==> src/rtl/regfile_scoreboard.sv <==
// Register file with per-register busy scoreboard; register 0 hardwired to zero.
// Reads are combinational (0 cycles); writes and scoreboard updates land at the next rising edge.
// No backpressure: every request is accepted each cycle; optional REGFILE_BYPASS_EN adds write-through forwarding.
module regfile_scoreboard #(
  parameter int DATA_W = 16,
  parameter int ADDR_W = 3
) (
  input  logic                   clock,
  input  logic                   reset,
  input  logic                   wr_en,
  input  logic [ADDR_W-1:0]      wr_addr,
  input  logic [DATA_W-1:0]      wr_data,
  input  logic [ADDR_W-1:0]      rd0_addr,
  output logic [DATA_W-1:0]      rd0_data,
  output logic                   rd0_busy,
  input  logic [ADDR_W-1:0]      rd1_addr,
  output logic [DATA_W-1:0]      rd1_data,
  output logic                   rd1_busy,
  input  logic                   rsv_en,
  input  logic [ADDR_W-1:0]      rsv_addr,
  input  logic                   flush,
  output logic [2**ADDR_W-1:0]   busy_vec
);

  localparam int NREGS = 2**ADDR_W;

  logic [DATA_W-1:0] regs [NREGS];
  logic [NREGS-1:0]  busy;
  logic [NREGS-1:0]  busy_nxt;
  logic              wr_live;

  // Register 0 never accepts a write, so the write path ignores it entirely.
  assign wr_live = wr_en && (wr_addr != '0);

  // Scoreboard next state: flush, then reserve (younger owner), then release, else hold.
  always_comb begin
    busy_nxt = busy;
    busy_nxt[0] = 1'b0;
    for (int i = 1; i < NREGS; i++) begin
      if (flush) begin
        busy_nxt[i] = 1'b0;
      end else if (rsv_en && (rsv_addr == ADDR_W'(i))) begin
        busy_nxt[i] = 1'b1;
      end else if (wr_en && (wr_addr == ADDR_W'(i))) begin
        busy_nxt[i] = 1'b0;
      end
    end
  end

  // Data array and scoreboard state; reset wins over any pending write or reservation.
  always_ff @(posedge clock) begin
    if (!reset) begin
      for (int i = 0; i < NREGS; i++) begin
        regs[i] <= '0;
      end
      busy <= '0;
    end else begin
      if (wr_live) begin
        regs[wr_addr] <= wr_data;
      end
      busy <= busy_nxt;
    end
  end

  assign busy_vec = busy;

`ifdef REGFILE_BYPASS_EN
  logic byp0;
  logic byp1;
  logic rsv0;
  logic rsv1;

  // Forward an in-flight write to a matching read port; busy forwarding mirrors the edge priority.
  always_comb begin
    byp0 = reset && wr_live && (wr_addr == rd0_addr);
    byp1 = reset && wr_live && (wr_addr == rd1_addr);
    rsv0 = rsv_en && (rsv_addr == rd0_addr);
    rsv1 = rsv_en && (rsv_addr == rd1_addr);

    rd0_data = (rd0_addr == '0) ? '0 : regs[rd0_addr];
    rd0_busy = busy[rd0_addr];
    rd1_data = (rd1_addr == '0) ? '0 : regs[rd1_addr];
    rd1_busy = busy[rd1_addr];

    if (byp0) begin
      rd0_data = wr_data;
      if (!flush) rd0_busy = rsv0;
    end
    if (byp1) begin
      rd1_data = wr_data;
      if (!flush) rd1_busy = rsv1;
    end
  end
`else
  // Reads reflect only state registered at the previous edge.
  always_comb begin
    rd0_data = (rd0_addr == '0) ? '0 : regs[rd0_addr];
    rd0_busy = busy[rd0_addr];
    rd1_data = (rd1_addr == '0) ? '0 : regs[rd1_addr];
    rd1_busy = busy[rd1_addr];
  end
`endif

endmodule

==> config.mk <==
export PLATFORM = sky130hd
export DESIGN_NAME = regfile_scoreboard
export DESIGN_NICKNAME = d
export VERILOG_FILES = /design/src/rtl/regfile_scoreboard.sv
export SDC_FILE = /design/constraint.sdc
export NUM_CORES = 1
export LEC_CHECK = 0
export CAP_MARGIN = 10
export CORE_AREA = 3 3 105 107
export CTS_BUF_LIST = sky130_fd_sc_hd__clkbuf_2 sky130_fd_sc_hd__clkbuf_4 sky130_fd_sc_hd__clkbuf_8
export CTS_CLUSTER_DIAMETER = 120
export CTS_CLUSTER_SIZE = 16
export DETAILED_ROUTE_END_ITERATION = 8
export DIE_AREA = 0 0 108 110
export DONT_BUFFER_PORTS = 1
export PLACE_DENSITY = 0.89
export RECOVER_POWER = 100
export SLEW_MARGIN = 5
export SYNTH_ARGS = -nofsm -noshare
export SYNTH_HDL_FRONTEND = slang
export SYNTH_SLANG_ARGS = --single-unit
export TNS_END_PERCENT = 10
==> constraint.sdc <==
create_clock -name clock -period 2.3 [get_ports clock]
set_input_delay 0.23 -clock clock [delete_from_list [all_inputs] [get_ports clock]]
set_output_delay 0.23 -clock clock [all_outputs]
set_load 0.01 [all_outputs]
==> flow_summary.json <==
{
  "status": "finished, final reports clean",
  "routedWlPerCell_um": 24.6,
  "rr_startpoint": "busy_vec[2]",
  "seq_area_frac_synth": 0.523,
  "insertion_delay_ns": 0.44,
  "worst_path_dominant_cell_family": "compound AO/OA/AOI/OAI gates",
  "via_per_inst": 6.88,
  "peakVddDrop_uv": 374,
  "first_iter_violations": 402,
  "synth_area_um2": 6690,
  "grt_max_degree": 61,
  "hold_viol": 0,
  "tns_ns": 0,
  "cts_tree": "built",
  "ys_ff_latch": 119,
  "cts_sinks": 119,
  "holdPathStages": 1,
  "grt_usage": 0.293,
  "first_pass_iters": 5,
  "cts-root-buf": "clkbuf_8",
  "antenna_left": 0,
  "die-width_um": 108,
  "dieArea_um2": 11900,
  "synth_cells": 520,
  "grt_pass1_vias": 4802,
  "via_count": 4682,
  "cts-htree-levels": 4,
  "fmax_mhz": 499,
  "worst_pin_slew_ns": 1.42,
  "finalCritPeriodShare": 0.872,
  "relSlewSlack": 0.0527,
  "synthToLayoutAreaGrowth_pct": 6.71,
  "ios": 75,
  "r2r_end": "busy_vec[2]",
  "start_kind": "register",
  "io_buffers": 0,
  "worst_path_most_repeated_cell": "a221oi_1",
  "power_density_nw_per_um2": 712,
  "rsz0062_at_grt": "false",
  "synth_ff_type": "edfxtp_1",
  "reg2reg_depth": 3,
  "min_to": "regs[5][1]",
  "cp_max_fo": 2,
  "dpl.hpwl_mm": 9.87,
  "antenna_found_initial": 0,
  "syn_nets": 553,
  "gp_congestion": 0.843,
  "grt_pass1_wl_mm": 25.7,
  "wl_mm": 16.8,
  "hp-class": "in2reg",
  "hp-start": "wr_data[1]",
  "ff_latch_area_um2": 3500,
  "fin_hold_ws_ns": 0.0319,
  "report.final.slew_viol_count": 0,
  "cts_max_path_buffers": 2,
  "setup_viol": 0,
  "ys_types": 38,
  "cp.required_ns": 2.07,
  "num-fill-cells": 684,
  "startpoint": "regs[3][13]",
  "synth_enable_flop_cells": 112,
  "coreArea_um2": 10200,
  "p_leak_nw": 2.42,
  "path_buf_inv": 0,
  "regToRegSetupSlack_ns": 1.00,
  "drc": 0,
  "fin_crit_ns": 2.01,
  "fp.dieH_um": 110,
  "grt_remaining_overflow": 0,
  "ys_warn_count": 0,
  "multi_input_area_um2": 2750,
  "crit_chain": "mux2_1 > a221oi_1 > a221oi_1",
  "postCtsSetupBuffers": 0,
  "max-cap-violations": 0,
  "numCtsBuffers": 17,
  "diodes": 0,
  "drive_above_1_share": 0.0972,
  "start_util": 0.654,
  "critPathCaptureType": "output pin",
  "place_inst": 624,
  "synthArstFlopShare": 0,
  "finalNetCount": 565,
  "cp.arrival_ns": 1.78,
  "avgSynthCellArea_um2": 12.9,
  "rows": 37,
  "crit_path_max_incr_delay_ns": 0.45,
  "fin_skew_ns": 0,
  "path_clk_slew_ns": 0.06,
  "instances_no_fill": 681,
  "criticalPathCategory": "reg2out",
  "cpMaxStageDelayCell": "a221oi_1"
}
==> registers in the layout (all words and copies together), names as in the netlist <==
register	cells
busy_vec	7
regs	112
==> metal layers <==
| metal | wire [um] | up-vias | GRT usage | share of wire |
|---|---|---|---|---|
| met5 | 0 | - | 0 | 0 |
| met4 | 751 | 0 | 0.166 | 0.045 |
| met3 | 1580 | 70 | 0.0868 | 0.094 |
| met2 | 8600 | 292 | 0.504 | 0.51 |
| met1 | 5840 | 2293 | 0.326 | 0.35 |
| li1 | - | 2027 | - | - |
==> kinds of logic (layout without fill, tap and decap cells) <==
| group | Yosys count | after routing | synth area share |
|---|---|---|---|
| flip-flops | 119 | 119 | 0.523 |
| AO/OA/AOI/OAI | 106 | 106 | 0.128 |
| multiplexers | 85 | 85 | 0.145 |
| AND/OR/NAND/NOR | 164 | 164 | 0.152 |
| buffers and inverters | 45 | 70 | 0.0510 |
| other | 1 | 1 | 0.000560 |
==> area by class of cell <==
cell class | count | share of cell area
timing repair buffer | 36 | 0.0419
inverter | 2 | 0.00105
clock buffer | 20 | 0.0359
tap | 136 | 0.0238
multi-input combinational | 356 | 0.385
sequential | 119 | 0.491
clock inverter | 12 | 0.0221
==> how the worst max path moves through the flow <==
stage | endpoint | depth (start not counted)
final | rd0_data[13] | 3
after floorplan | regs[6][0] | 2
after CTS | rd0_data[13] | 3
after global routing | rd0_data[13] | 3
after detailed placement | rd1_data[1] | 3
after global placement | rd1_data[10] | 3
==> what timing repair did <==
item | in CTS | in global routing
endpoints found under the hold margin | 118 | 0
hold buffers | 25 | 0
resized for setup | 0 | 0
==> cell usage in the layout, fill, tap and decap left out, types with 4 or more instances in the layout <==
cell type | Yosys | final
a211oi_1 | 16 | 16
a21oi_1 | 8 | 8
a221oi_1 | 43 | 47
a311oi_1 | 16 | 16
and2_0 | 0 | 81
and2_1 | 113 | 32
bufinv_16 | 0 | 4
clkbuf_1 | 5 | 9
clkbuf_8 | 0 | 17
clkinv_1 | 0 | 4
dfxtp_1 | 7 | 7
dlygate4sd3_1 | 0 | 25
edfxtp_1 | 112 | 112
mux2_1 | 0 | 16
mux2_2 | 17 | 17
mux2i_1 | 50 | 50
nand2_1 | 6 | 6
nand2b_1 | 6 | 6
nand3_1 | 5 | 5
nor2_1 | 1 | 7
nor2b_1 | 22 | 22
o21ai_0 | 13 | 13
==> cells in the mapped netlist (2+ instances only) <==
master / n / area share
nand2b_1: 6 / 0.0056
a221oi_2: 5 / 0.011
buf_6: 9 / 0.015
buf_12: 4 / 0.012
a211oi_1: 16 / 0.018
nand3_1: 5 / 0.0037
edfxtp_1: 112 / 0.50
a21oi_1: 8 / 0.0060
mux2_2: 17 / 0.029
clkbuf_2: 6 / 0.0045
nor2_2: 6 / 0.0056
a311oi_1: 16 / 0.021
a221oi_1: 43 / 0.056
inv_1: 2 / 0.0011
buf_4: 3 / 0.0034
mux2i_1: 50 / 0.075
buf_2: 14 / 0.010
o21ai_0: 13 / 0.0097
and2_1: 113 / 0.11
dfxtp_1: 7 / 0.021
o31ai_1: 2 / 0.0022
clkbuf_1: 5 / 0.0028
mux2_4: 17 / 0.038
nor2b_1: 22 / 0.021
nand2_1: 6 / 0.0034
==> worst register-to-register path: cells and delay by family (launching register included) <==
kind | cells | cell delay (ns)
AO/OA/AOI/OAI | 2 | 0.23
buffers and inverters | 1 | 0.56
flip-flops | 1 | 0.44
==> metrics by stage <==
stage          power [mW]  setup WS, ns   util  area (um^2)
2_1_floorplan        3.08         0.234      -         6690
5_1_grt              5.25         0.213  0.698         7140
3_5_place_dp         3.12         0.610  0.647         6620
3_3_place_gp         3.09         0.702  0.647         6620
6_report             5.09         0.295  0.698         7140
4_1_cts              5.12         0.362  0.712         7280
==> report_power, final <==
part / leakage, nW / switching, mW / internal [mW]
logic: 1.07 / 0.299 / 0.216
registers: 1.14 / 0.0748 / 2.51
clock network: 0.211 / 0.792 / 1.19
Note: power is estimated with default switching activity, not from simulation.
